**src/rtl/xc_ssm4_seq_if.sv**
```systemverilog
// Operand/result handshake bundle for the SM4 execute unit.
//   master (issue/writeback side): drives operands, in_valid, out_ready
//   slave  (xc_ssm4_seq):          drives in_ready, out_valid, result
interface xc_ssm4_seq_if;
  logic        in_valid;
  logic        in_ready;
  logic        op_ed;
  logic        op_ks;
  logic [31:0] rs1;
  logic [31:0] rs2;
  logic [1:0]  bs;
  logic        out_valid;
  logic        out_ready;
  logic [31:0] result;

  modport master (
    output in_valid, op_ed, op_ks, rs1, rs2, bs, out_ready,
    input  in_ready, out_valid, result
  );

  modport slave (
    input  in_valid, op_ed, op_ks, rs1, rs2, bs, out_ready,
    output in_ready, out_valid, result
  );
endinterface

```
**src/rtl/xc_ssm4_seq.sv**
```systemverilog
// Multi-cycle execute unit for scalar SM4 ssm4.ed / ssm4.ks.
// One op per handshake; a single byte S-box feeds the linear transform,
// rotation by 8*bs and XOR into rs1. Result is held until writeback takes it.
//   g_clk     core clock
//   g_resetn  asynchronous active-low reset
//   flush     abort any in-flight op, back to IDLE next cycle
//   io        xc_ssm4_seq_if.slave: operands/valid/ready/result
// Build option: XC_SSM4_SBOX_REG_EN splits the S-box into two registered
// halves (extra SBOX2 state, latency 4 instead of 3).
module xc_ssm4_seq (
  input logic          g_clk,
  input logic          g_resetn,
  input logic          flush,
  xc_ssm4_seq_if.slave io
);

  typedef enum logic [2:0] {IDLE, SBOX, SBOX2, MIX, DONE} state_t;

  localparam logic [7:0] SBOX_TBL [256] = '{
    8'hd6,8'h90,8'he9,8'hfe,8'hcc,8'he1,8'h3d,8'hb7,8'h16,8'hb6,8'h14,8'hc2,8'h28,8'hfb,8'h2c,8'h05,
    8'h2b,8'h67,8'h9a,8'h76,8'h2a,8'hbe,8'h04,8'hc3,8'haa,8'h44,8'h13,8'h26,8'h49,8'h86,8'h06,8'h99,
    8'h9c,8'h42,8'h50,8'hf4,8'h91,8'hef,8'h98,8'h7a,8'h33,8'h54,8'h0b,8'h43,8'hed,8'hcf,8'hac,8'h62,
    8'he4,8'hb3,8'h1c,8'ha9,8'hc9,8'h08,8'he8,8'h95,8'h80,8'hdf,8'h94,8'hfa,8'h75,8'h8f,8'h3f,8'ha6,
    8'h47,8'h07,8'ha7,8'hfc,8'hf3,8'h73,8'h17,8'hba,8'h83,8'h59,8'h3c,8'h19,8'he6,8'h85,8'h4f,8'ha8,
    8'h68,8'h6b,8'h81,8'hb2,8'h71,8'h64,8'hda,8'h8b,8'hf8,8'heb,8'h0f,8'h4b,8'h70,8'h56,8'h9d,8'h35,
    8'h1e,8'h24,8'h0e,8'h5e,8'h63,8'h58,8'hd1,8'ha2,8'h25,8'h22,8'h7c,8'h3b,8'h01,8'h21,8'h78,8'h87,
    8'hd4,8'h00,8'h46,8'h57,8'h9f,8'hd3,8'h27,8'h52,8'h4c,8'h36,8'h02,8'he7,8'ha0,8'hc4,8'hc8,8'h9e,
    8'hea,8'hbf,8'h8a,8'hd2,8'h40,8'hc7,8'h38,8'hb5,8'ha3,8'hf7,8'hf2,8'hce,8'hf9,8'h61,8'h15,8'ha1,
    8'he0,8'hae,8'h5d,8'ha4,8'h9b,8'h34,8'h1a,8'h55,8'had,8'h93,8'h32,8'h30,8'hf5,8'h8c,8'hb1,8'he3,
    8'h1d,8'hf6,8'he2,8'h2e,8'h82,8'h66,8'hca,8'h60,8'hc0,8'h29,8'h23,8'hab,8'h0d,8'h53,8'h4e,8'h6f,
    8'hd5,8'hdb,8'h37,8'h45,8'hde,8'hfd,8'h8e,8'h2f,8'h03,8'hff,8'h6a,8'h72,8'h6d,8'h6c,8'h5b,8'h51,
    8'h8d,8'h1b,8'haf,8'h92,8'hbb,8'hdd,8'hbc,8'h7f,8'h11,8'hd9,8'h5c,8'h41,8'h1f,8'h10,8'h5a,8'hd8,
    8'h0a,8'hc1,8'h31,8'h88,8'ha5,8'hcd,8'h7b,8'hbd,8'h2d,8'h74,8'hd0,8'h12,8'hb8,8'he5,8'hb4,8'hb0,
    8'h89,8'h69,8'h97,8'h4a,8'h0c,8'h96,8'h77,8'h7e,8'h65,8'hb9,8'hf1,8'h09,8'hc5,8'h6e,8'hc6,8'h84,
    8'h18,8'hf0,8'h7d,8'hec,8'h3a,8'hdc,8'h4d,8'h20,8'h79,8'hee,8'h5f,8'h3e,8'hd7,8'hcb,8'h39,8'h48
  };

  state_t      state, nxt;
  logic [31:0] rs1_q, result_q;
  logic [7:0]  byte_q, x_q;
  logic [1:0]  bs_q;
  logic        ks_q;
  logic        accept;
  logic [7:0]  byte_sel;
  logic [31:0] xw, y, y_rol;

  assign accept       = (state == IDLE) && io.in_valid && !flush;
  assign io.in_ready  = (state == IDLE);
  assign io.out_valid = (state == DONE);
  assign io.result    = result_q;

  // FSM next state; flush overrides every other transition
  always_comb begin
    nxt = state;
    case (state)
      IDLE:  if (io.in_valid) nxt = SBOX;
`ifdef XC_SSM4_SBOX_REG_EN
      SBOX:  nxt = SBOX2;
      SBOX2: nxt = MIX;
`else
      SBOX:  nxt = MIX;
`endif
      MIX:   nxt = DONE;
      DONE:  if (io.out_ready) nxt = IDLE;
      default: nxt = IDLE;
    endcase
    if (flush) nxt = IDLE;
  end

  always_ff @(posedge g_clk or negedge g_resetn) begin
    if (!g_resetn) state <= IDLE;
    else           state <= nxt;
  end

  always_comb begin
    byte_sel = io.rs2[7:0];
    case (io.bs)
      2'd1: byte_sel = io.rs2[15:8];
      2'd2: byte_sel = io.rs2[23:16];
      2'd3: byte_sel = io.rs2[31:24];
      default: byte_sel = io.rs2[7:0];
    endcase
  end

  // Linear transform on the zero-extended S-box output, then ROL32 by 8*bs
  always_comb begin
    xw = {24'h0, x_q};
    if (ks_q)
      y = xw ^ ((xw & 32'h07) << 29) ^ ((xw & 32'hFE) << 7)
             ^ ((xw & 32'h01) << 23) ^ ((xw & 32'hF8) << 13);
    else
      y = xw ^ (xw << 8) ^ (xw << 2) ^ (xw << 18)
             ^ ((xw & 32'h3F) << 26) ^ ((xw & 32'hC0) << 10);
    case (bs_q)
      2'd1: y_rol = {y[23:0], y[31:24]};
      2'd2: y_rol = {y[15:0], y[31:16]};
      2'd3: y_rol = {y[7:0],  y[31:8]};
      default: y_rol = y;
    endcase
  end

`ifdef XC_SSM4_SBOX_REG_EN
  // Both candidate entries for the low 7 index bits are registered in SBOX;
  // SBOX2 picks one with the top index bit, keeping each stage shallow.
  logic [7:0] lo_q, hi_q;
  always_ff @(posedge g_clk or negedge g_resetn) begin
    if (!g_resetn) begin
      lo_q <= '0;
      hi_q <= '0;
    end else if (state == SBOX) begin
      lo_q <= SBOX_TBL[{1'b0, byte_q[6:0]}];
      hi_q <= SBOX_TBL[{1'b1, byte_q[6:0]}];
    end
  end
`endif

  always_ff @(posedge g_clk or negedge g_resetn) begin
    if (!g_resetn) begin
      rs1_q    <= '0;
      byte_q   <= '0;
      bs_q     <= '0;
      ks_q     <= 1'b0;
      x_q      <= '0;
      result_q <= '0;
    end else begin
      if (accept) begin
        rs1_q  <= io.rs1;
        byte_q <= byte_sel;
        bs_q   <= io.bs;
        // ed wins when both are set; neither set also decodes as ed
        ks_q   <= io.op_ks && !io.op_ed;
      end
`ifdef XC_SSM4_SBOX_REG_EN
      if (state == SBOX2) x_q <= byte_q[7] ? hi_q : lo_q;
`else
      if (state == SBOX)  x_q <= SBOX_TBL[byte_q];
`endif
      if (state == MIX && !flush) result_q <= rs1_q ^ y_rol;
    end
  end

endmodule

```
**src/flat_wrapper.sv**
```systemverilog
// flat-port wrapper written by rule: the top's interface ports become plain ports
module xc_ssm4_seq_flat 
  (g_clk, g_resetn, flush, io_in_valid, io_op_ed, io_op_ks, io_rs1, io_rs2, io_bs, io_out_ready, io_in_ready, io_out_valid, io_result);
  xc_ssm4_seq_if io_i ();
  input logic g_clk;
  input logic g_resetn;
  input logic flush;
  input wire logic [$bits(io_i.in_valid)-1:0] io_in_valid;
  input wire logic [$bits(io_i.op_ed)-1:0] io_op_ed;
  input wire logic [$bits(io_i.op_ks)-1:0] io_op_ks;
  input wire logic [$bits(io_i.rs1)-1:0] io_rs1;
  input wire logic [$bits(io_i.rs2)-1:0] io_rs2;
  input wire logic [$bits(io_i.bs)-1:0] io_bs;
  input wire logic [$bits(io_i.out_ready)-1:0] io_out_ready;
  output wire logic [$bits(io_i.in_ready)-1:0] io_in_ready;
  output wire logic [$bits(io_i.out_valid)-1:0] io_out_valid;
  output wire logic [$bits(io_i.result)-1:0] io_result;
  assign io_i.in_valid = io_in_valid;
  assign io_i.op_ed = io_op_ed;
  assign io_i.op_ks = io_op_ks;
  assign io_i.rs1 = io_rs1;
  assign io_i.rs2 = io_rs2;
  assign io_i.bs = io_bs;
  assign io_i.out_ready = io_out_ready;
  assign io_in_ready = io_i.in_ready;
  assign io_out_valid = io_i.out_valid;
  assign io_result = io_i.result;
  xc_ssm4_seq u_core (.g_clk(g_clk), .g_resetn(g_resetn), .flush(flush), .io(io_i));
endmodule
```
**config.mk**
```make
export PLATFORM = sky130hd
export DESIGN_NAME = xc_ssm4_seq_flat
export DESIGN_NICKNAME = d
export VERILOG_FILES = /design/src/rtl/xc_ssm4_seq_if.sv /design/src/rtl/xc_ssm4_seq.sv /design/src/flat_wrapper.sv
export SDC_FILE = /design/constraint.sdc
export NUM_CORES = 1
export LEC_CHECK = 0
export BUFFER_PORTS_ARGS = -buffer_cell sky130_fd_sc_hd__buf_2
export CORE_ASPECT_RATIO = 0.75
export CORE_MARGIN = 1.5
export CORE_UTILIZATION = 25
export DETAILED_ROUTE_END_ITERATION = 6
export GPL_ROUTABILITY_DRIVEN = 1
export PLACE_DENSITY = 0.46
export SETUP_SLACK_MARGIN = 0.4
export SYNTH_ARGS = -nofsm -noshare
export SYNTH_HDL_FRONTEND = slang
export SYNTH_SLANG_ARGS = --single-unit
```
**constraint.sdc**
```tcl
create_clock -name g_clk -period 3.4 [get_ports g_clk]
set_input_delay 0.34 -clock g_clk [delete_from_list [all_inputs] [get_ports g_clk]]
set_output_delay 0.34 -clock g_clk [all_outputs]
set_load 0.1 [all_outputs]
```
==> results of run 1 <==
cell usage in the layout, fill, tap and decap left out, types with 12 or more instances in the layout:
cell type,Yosys,layout
sky130_fd_sc_hd__xnor2_1,23,23
sky130_fd_sc_hd__mux2_2,46,46
sky130_fd_sc_hd__ha_1,13,12
sky130_fd_sc_hd__a31oi_1,23,23
sky130_fd_sc_hd__xor2_1,20,20
sky130_fd_sc_hd__o21ai_0,114,114
sky130_fd_sc_hd__a311oi_1,14,14
sky130_fd_sc_hd__a21oi_1,65,65
sky130_fd_sc_hd__dfrtp_1,86,80
sky130_fd_sc_hd__o211ai_1,20,20
sky130_fd_sc_hd__nand2b_1,33,33
sky130_fd_sc_hd__mux4_2,13,13
sky130_fd_sc_hd__nor2b_1,34,34
sky130_fd_sc_hd__buf_4,3,50
sky130_fd_sc_hd__nor2_1,70,70
sky130_fd_sc_hd__a211oi_1,26,26
sky130_fd_sc_hd__nand2_1,104,104
sky130_fd_sc_hd__nor3_1,26,26
sky130_fd_sc_hd__nand3_1,38,36
sky130_fd_sc_hd__buf_2,42,105
layer usage:
metal,vias to the layer above,track usage [%]
met5,-,0
met4,0,4.45
met1,4369,31.9
met2,540,25.6
met3,52,5.50
li1,4047,-
metrics by stage:
step | hold slack (ps) | cell area (sq um) | setup slack [ps]
2_1_floorplan | 44.4 | 8380 | 482
3_3_place_gp | 443 | 9400 | 589
3_5_place_dp | 438 | 9400 | 534
4_1_cts | 56.4 | 9700 | 530
5_1_grt | 84.9 | 9710 | 414
6_report | 25.6 | 9710 | 550
flip-flops by register name (all words and copies together), names as in the netlist:
signal / cells
u_core.io.result: 32
u_core.rs1_q: 32
u_core.ks_q: 1
u_core.state: 3
u_core.bs_q: 2
u_core.x_q: 8
u_core.byte_q: 8
power breakdown:
group | internal [mW] | switching (mW) | leakage, nW | total, mW
sequential | 1.35 | 0.513 | 1.06 | 1.86
combinational | 2.01 | 4.35 | 2.69 | 6.36
clock | 0.575 | 0.457 | 0.139 | 1.03
total | 3.94 | 5.32 | 3.89 | 9.26
cell type report:
cell class                      instances  area, sq um  area share, %
Timing Repair Buffer                  160         1000           10.3
Inverter                               12         45.0          0.464
Sequential cell                        86         2160           22.3
Clock buffer                           10          229           2.36
Tap cell                              442          553           5.70
Multi-Input combinational cell        854         5650           58.2
Clock inverter                          6         67.6          0.696
timing repair:
item / CTS / global route
resized for setup: 0 / 2
hold endpoints to repair: 0 / 0
endpoints found under the setup margin: 0 / 3
synth_stat cells, types with 5 or more instances:
cell | n | area share (%)
sky130_fd_sc_hd__o211ai_1 | 20 | 1.8
sky130_fd_sc_hd__o311a_1 | 5 | 0.60
sky130_fd_sc_hd__dfrtp_1 | 86 | 26
sky130_fd_sc_hd__mux2i_1 | 8 | 0.96
sky130_fd_sc_hd__a31oi_1 | 23 | 1.7
sky130_fd_sc_hd__clkbuf_1 | 57 | 2.6
sky130_fd_sc_hd__a211oi_1 | 26 | 2.3
sky130_fd_sc_hd__xor2_1 | 20 | 2.1
sky130_fd_sc_hd__ha_1 | 13 | 1.9
sky130_fd_sc_hd__nand2b_1 | 33 | 2.5
sky130_fd_sc_hd__o21ai_0 | 114 | 6.8
sky130_fd_sc_hd__nor3b_1 | 5 | 0.45
sky130_fd_sc_hd__and2_1 | 9 | 0.67
sky130_fd_sc_hd__inv_1 | 11 | 0.49
sky130_fd_sc_hd__o311ai_0 | 11 | 1.2
sky130_fd_sc_hd__a311oi_1 | 14 | 1.5
sky130_fd_sc_hd__mux2_2 | 46 | 6.2
sky130_fd_sc_hd__buf_2 | 42 | 2.5
sky130_fd_sc_hd__nand2_1 | 104 | 4.7
sky130_fd_sc_hd__a21oi_1 | 65 | 3.9
sky130_fd_sc_hd__o22ai_1 | 10 | 0.75
sky130_fd_sc_hd__a2111oi_0 | 6 | 0.63
sky130_fd_sc_hd__nand3b_1 | 6 | 0.54
sky130_fd_sc_hd__nor3_1 | 26 | 1.6
sky130_fd_sc_hd__nor2_1 | 70 | 3.1
sky130_fd_sc_hd__nor2b_1 | 34 | 2.5
sky130_fd_sc_hd__a311o_1 | 5 | 0.60
sky130_fd_sc_hd__or2_2 | 6 | 0.45
sky130_fd_sc_hd__a21o_1 | 6 | 0.54
sky130_fd_sc_hd__buf_1 | 12 | 0.54
sky130_fd_sc_hd__mux4_2 | 13 | 3.5
sky130_fd_sc_hd__nand3_1 | 38 | 2.3
sky130_fd_sc_hd__o31ai_1 | 9 | 0.81
sky130_fd_sc_hd__xnor2_1 | 23 | 2.4
sky130_fd_sc_hd__o221ai_1 | 5 | 0.52
sky130_fd_sc_hd__a21boi_0 | 5 | 0.45
sky130_fd_sc_hd__and3_1 | 6 | 0.45
kinds of logic after synthesis:
| logic type | after synthesis |
|---|---|
| AO/OA/AOI/OAI | 373 |
| XOR/XNOR | 43 |
| adder cells (fa/ha/maj) | 13 |
| buffers and inverters | 130 |
| flip-flops | 86 |
| multiplexers | 67 |
| AND/OR/NAND/NOR | 358 |
how the worst min path moves through the flow:
| stage | startpoint | endpoint |
|---|---|---|
| after floorplan | g_resetn | u_core.bs_q[0] |
| after global routing | g_resetn | u_core.io.result[9] |
| final | g_resetn | u_core.io.result[9] |
| after detailed placement | g_resetn | u_core.io.result[9] |
| after global placement | g_resetn | u_core.rs1_q[24] |
| after CTS | g_resetn | u_core.io.result[9] |
==> key figures, run 1 <==
Pwr
  – Cell Pwr Density: 954 mW/mm^2
  – Worst vdd ir: 0.496 mV
  – Cell leakage power: 3.89 nW
  – Final Total Pwr: ~9 mW

Yosys
  – Synth unique cells: 75
  – Adder-Cell Fraction of Synth Area: 1.94%
  – Sequential share of the synthesized area: 25.7%
  – Average cell area after synthesis: ~8 sq um
  – Dominant combinational cell family by area after synthesis: compound AO/OA/AOI/OAI gates
  – Share of async-settable or async-resettable flops after synthesis: 100%
  – Post-synthesis net count: between 1000 and 1500
  – Synth Area in XOR/XNOR: between 4 and 5%
  – Mux share of post-synthesis cell area: 10.6%
  – Flip-flop cell with the highest count after synthesis: sky130_fd_sc_hd__dfrtp_1
  – Number of warning messages in the yosys log: 0
  – Count of flip-flops with a built-in enable after synthesis: 0
  – Count of state elements after synthesis: 86
  – Basic-gate share of the synthesized area counting and, or, nand and nor cells: 21.0%
  – Count of mapped cells out of synthesis: 1070
  – Share of the synthesized area in compound gates (AO/OA/AOI/OAI): 29.1%
  – Mapped Area: 0.00838 sq mm

Timing
  – Tightest slew margin relative to the limit: between 40 and 50%
  – Slew @ Worst Pin: 778 ps
  – Setup-violating endpoint count in the final report: 0
  – Final clock period utilization by the worst path: 83.8%
  – Worst-case clock skew: 18.0 ps
  – Achievable Freq: 0.351 GHz
  – Minimum period implied by the final worst setup slack: 2850 ps
  – Final TNS setup: 0 ps
  – RSZ-0062 raised after global routing: false
  – Final Hold Vio Count: 0
  – Max Slew Vio Count: 0

Clock tree
  – Clk Latency, worst-skew pair: 360 ps
  – Num Clock Sinks: 86
  – Number of hold-repair buffers added at the cts stage: 0
  – Worst-case clock buffer depth: 2
  – Setup repair bufs after CTS: 0
  – Clock tree from TritonCTS: built
  – Clock input transition at the sequential cells of the worst setup and hold paths: 80 ps
  – H-tree depth: 3
  – Root buf cell: sky130_fd_sc_hd__clkbuf_16
  – Cts bufs inserted: 9

Worst setup path
  – Crit-path slowest cell: sky130_fd_sc_hd__mux4_2
  – Reg2Reg Capture Point: u_core.x_q[2]
  – Highest fanout seen on the critical path: 9
  – Number of cells on the worst reg-to-reg path: 8
  – Critical R2R Launch: u_core.byte_q[1]
  – Crit path capture type: flop
  – Register-to-register path setup slack: 550 ps
  – Max stage delay on crit path: 520 ps
  – Worst endpoint data arrival time: slightly above 3000 ps
  – Class of the most critical setup path: flop to flop
  – Required time at the worst-slack endpoint: 3630 ps
  – Total buffers and inverters traversed by the critical path: 1
  – CP Launch Type: flop
  – Stages on the worst setup path: 8
  – Dominant delay contributor by cell family on the critical path: compound AO/OA/AOI/OAI gates
  – Cells along the critical path: inv_1 > ha_2 > and2b_1 > o21a_1 > a21oi_1 > mux4_2 > a222oi_1 > o41ai_1
  – Beginning of the critical path: u_core.byte_q[1]
  – Critical Path End: u_core.x_q[2]

Placement
  – Number of I/O port buffers: 106
  – Routability congestion estimate from global placement: 0.965
  – Sum of net half-perimeters after detailed placement: 25.5 mm
  – Placed Cells: 1554

Die
  – Die boundary width: 214 um
  – Number of top-level pins: between 100 and 150
  – Die Height: approximately 160 um
  – Die footprint: approximately 0.035 sq mm
  – Initial Util: 25.6%
  – Core Rows: between 50 and 60
  – Core Region: 0.0327 sq mm

Run status
  – Status: finished, final reports clean

Cells and area
  – Total number of nets in the final design: 1209
  – Count of inserted antenna diode cells: 0
  – Fill count: 3606
  – Fraction of final layout cells sized beyond drive strength 1: 23.0%
  – Layout Utilization: between 20 and 30%
  – Area growth syn-to-layout: 15.9%
  – Final instance count without filler cells: roughly 1600

Hold path
  – Min-delay worst type: input pin to asynchronous set/reset pin

Route
  – DRT Wirelength: 35.0 mm
  – Number of antenna-violating nets in the routed design: 0
  – Top sig layer: met4
  – Post-detailed-route DRC marker count: 0
  – Pre-antenna DRT Iters: 6
  – Detailed-routed wire length on met2: 13.0 mm
  – Overall via count from detail_route: 9008
  – Number of DRC violations after detailed-routing iteration 0: 1249
  – Metal3 WL: approximately 4.0 mm
  – DR vias/cell: 5.74
  – Detailed-route wire length on metal 1: 17.3 mm
  – Average routed wire per standard cell: 22.3 um

GRT
  – Global-route wire length before repair: approximately 53 mm
  – Total Routing Usage GR: 20.0%
  – Antenna violations before repair: 1
  – Largest net degree at the start of global routing: about 130
  – Vias in the first global route: 8284
  – Total overflow reported by the global router: 0

Run
  – # Max-Cap Violations: 0
Note: power is estimated with default switching activity, not from simulation.
==> inputs of run 2 (changes only) <==
--- a/config.mk
+++ b/config.mk
@@ -11,7 +11,7 @@
 export CORE_UTILIZATION = 25
 export DETAILED_ROUTE_END_ITERATION = 6
 export GPL_ROUTABILITY_DRIVEN = 1
-export PLACE_DENSITY = 0.46
+export PLACE_DENSITY = 0.47
 export SETUP_SLACK_MARGIN = 0.4
 export SYNTH_ARGS = -nofsm -noshare
 export SYNTH_HDL_FRONTEND = slang
==> constraint.sdc (replaced) <==
create_clock -name g_clk -period 2.3 [get_ports g_clk]
set_input_delay 0.23 -clock g_clk [delete_from_list [all_inputs] [get_ports g_clk]]
set_output_delay 0.23 -clock g_clk [all_outputs]
set_load 0.1 [all_outputs]
==> run 2 against run 1 <==
Net effect: the flow now finishes with violations (setup timing); non-clock buffer count up 167; sequential power up 37%; utilization up 5.8 points; final cell count up 11%; cell area up 19%; fmax up 13%; power up 73%; global-route usage up 1.6 points.
==> key figures, run 2 (same netlist as run 1, synthesis figures left out) <==
Die
  – Die Height: 162 um (unchanged)
  – Initial Util: 25.6% (unchanged)
  – Die boundary width: 214 um (unchanged)
  – Core Region: 0.0327 sq mm (unchanged)
  – Core Rows: 57 (unchanged)
  – Die footprint: 0.0346 sq mm (unchanged)
  – Number of top-level pins: 107 (unchanged)

Route
  – Number of DRC violations after detailed-routing iteration 0: 1238 (-0.88%)
  – DR vias/cell: 5.51 (-4.0%)
  – Post-detailed-route DRC marker count: 0 (unchanged)
  – Overall via count from detail_route: 9571 (+6.3%)
  – Average routed wire per standard cell: 21.8 um (-2.1%)
  – Pre-antenna DRT Iters: 7 (+1)
  – Number of antenna-violating nets in the routed design: 0 (unchanged)
  – DRT Wirelength: 37.9 mm (+8.3%)

Cells and area
  – Total number of nets in the final design: 1376 (+14%)
  – Reg area: 0.00217 sq mm (+0.41%)
  – Commonest cells after routing, fill and taps aside: 196 x sky130_fd_sc_hd__buf_4, 104 x sky130_fd_sc_hd__buf_2, 99 x sky130_fd_sc_hd__nand2_1, 87 x sky130_fd_sc_hd__o21ai_0, 75 x sky130_fd_sc_hd__dfrtp_1
  – Final instance count without filler cells: 1737 (+11%)
  – Fraction of final layout cells sized beyond drive strength 1: 39.6% (+17 points)
  – Fill count: 3475 (-3.6%)
  – Most common cell after layout, fill and taps aside: sky130_fd_sc_hd__buf_4
  – Area growth syn-to-layout: 38.4%
  – Count of inserted antenna diode cells: 0 (unchanged)
  – Area of combinational cells with multiple inputs: 0.00607 sq mm (+7.5%)

Timing
  – Slack of the critical path: -218 ps (-768 ps)
  – Final clock period utilization by the worst path: 109% (+26 points)
  – Tightest slew margin relative to the limit: 52.3% (+4.2 points)
  – Setup-violating endpoint count in the final report: 8 (+8)
  – Max Slew Vio Count: 0 (unchanged)
  – Achievable Freq: 0.397 GHz (+13%)
  – Minimum period implied by the final worst setup slack: 2520 ps (-332 ps)
  – RSZ-0062 raised after global routing: true
  – Worst-case clock skew: 17.0 ps (-1.06 ps)
  – Slew @ Worst Pin: 707 ps (-71.0 ps)
  – Final Hold Vio Count: 0 (unchanged)

Pwr
  – Cell leakage power: 4.85 nW (+25%)
  – Cell Pwr Density: 1380 mW/mm^2 (+45%)
  – Worst vdd ir: 0.560 mV (+13%)

Worst setup path
  – Beginning of the critical path: u_core.byte_q[0]
  – CP Launch Type: flop
  – Required time at the worst-slack endpoint: 2610 ps (-1020 ps)
  – Number of cells on the worst reg-to-reg path: 9 (+1)
  – Highest fanout seen on the critical path: 8 (-1)
  – Class of the most critical setup path: flop to flop
  – Crit path capture type: flop
  – Worst endpoint data arrival time: 2820 ps (-260 ps)
  – Reg2Reg Capture Point: u_core.x_q[4]
  – Critical R2R Launch: u_core.byte_q[0]
  – Register-to-register path setup slack: -220 ps (-770 ps)

Placement
  – Placed Cells: 1696 (+9.1%)
  – Sum of net half-perimeters after detailed placement: 28.5 mm (+12%)
  – Number of I/O port buffers: 106 (unchanged)
  – Worst slack at placement: -328 ps (-861 ps)
  – Routability congestion estimate from global placement: 0.975 (+0.99%)

Clock tree
  – Num Clock Sinks: 86 (unchanged)
  – H-tree depth: 3 (unchanged)
  – Cts bufs inserted: 9 (unchanged)
  – Clock tree from TritonCTS: built
  – Clk Latency, worst-skew pair: 370 ps (about the same)
  – Clock input transition at the sequential cells of the worst setup and hold paths: 80 ps (about the same)
  – Root buf cell: sky130_fd_sc_hd__clkbuf_16
  – Worst-case clock buffer depth: 2 (unchanged)

GRT
  – Global-route wire length before repair: 56.9 mm (+7.0%)
  – Total Routing Usage GR: 21.7% (+1.6 points)
  – Antenna violations before repair: 0 (-1)
  – Largest net degree at the start of global routing: 63 (-51%)
  – Vias in the first global route: 9020 (+8.9%)
  – Total overflow reported by the global router: 0 (unchanged)

Run status
  – Violations in the final reports: setup timing
  – Status: finished with violations

Hold path
  – Min-delay worst type: input pin to flop
  – Worst hold stages: 2
  – Launch point of the worst hold path: io_rs1[13]
  – Min-Delay Endpoint: u_core.rs1_q[13]

Run
  – # Max-Cap Violations: 0 (unchanged)
-- run 2: cell types whose count changed in the layout (fill, tap and decap cells not counted), moves of 6 or more --
cell	change
sky130_fd_sc_hd__buf_4	+146
sky130_fd_sc_hd__o21ai_0	-27
sky130_fd_sc_hd__o21ai_1	+16
sky130_fd_sc_hd__a21oi_1	-13
sky130_fd_sc_hd__buf_12	+12
sky130_fd_sc_hd__a21oi_2	+11
sky130_fd_sc_hd__o21ai_2	+11
sky130_fd_sc_hd__buf_6	+7
sky130_fd_sc_hd__nor2_1	-7
sky130_fd_sc_hd__nor2b_1	-7
sky130_fd_sc_hd__nand2b_1	-6
sky130_fd_sc_hd__nor2_2	+6
-- run 2: metrics by stage --
stage	power [mW]	setup TNS, ps	util, %	hold WS [ps]	instance area (sq um)
finish	16.0	-992	35.5	94.7	11600
global route	16.9	-1440	35.5	80.3	11600
CTS	15.4	-452	34.5	75.6	11300
detailed placement	13.4	-1430	32.7	220	10700
global placement	13.5	-1470	32.7	215	10700
floorplan	9.39	-182	-	-65.6	8520
-- run 2: report_power, final --
group	total, mW	leakage (nW)	switching, mW	internal [mW]
Combinational	12.0	3.67	7.38	4.58
Clock	1.51	0.130	0.668	0.845
Sequential	2.54	1.05	0.530	2.01
Total	16.0	4.85	8.58	7.43
-- run 2: worst max-delay path, cell delays in order, from the launching register on --
cell and delay, ps:
sky130_fd_sc_hd__dfrtp_2 490, sky130_fd_sc_hd__buf_4 160, sky130_fd_sc_hd__ha_1 220, sky130_fd_sc_hd__buf_12 160
sky130_fd_sc_hd__nor2b_1 150, sky130_fd_sc_hd__buf_4 140, sky130_fd_sc_hd__o311ai_0 600, sky130_fd_sc_hd__a31oi_1 180
sky130_fd_sc_hd__a32o_1 240, sky130_fd_sc_hd__o21ai_1 100
-- run 2: timing repair --
action	CTS	global route
pin swaps	12	20
hold buffers	1	0
cloned	0	1
buffers inserted	14	9
endpoints found under the hold margin	31	0
gates resized for setup	51	78
endpoints found under the setup margin	32	37
-- run 2: layer usage --
metal	track usage, %	wire length [um]	vias up
met1	33.6	18600	4624
met4	4.96	614	0
li1	-	-	4388
met5	0	0	-
met2	28.2	14400	517
met3	6.84	4330	42
-- run 2: area by class of cell --
class | instances | share of cell area [%]
multi-input combinational | 854 | 52.4
timing repair buffer | 327 | 21.2
sequential | 86 | 18.7
tap | 442 | 4.77
clock buffer | 13 | 2.07
inverter | 12 | 0.443
clock inverter | 3 | 0.389
-- run 2: worst max-delay path by stage --
stage               cells after the start  slack, ps            end
floorplan                              10       -110  u_core.x_q[2]
detailed placement                     10       -330  u_core.x_q[1]
finish                                  9       -220  u_core.x_q[4]
CTS                                     8       -110  u_core.x_q[2]
global route                            8       -260  u_core.x_q[2]
global placement                       10       -360  u_core.x_q[1]
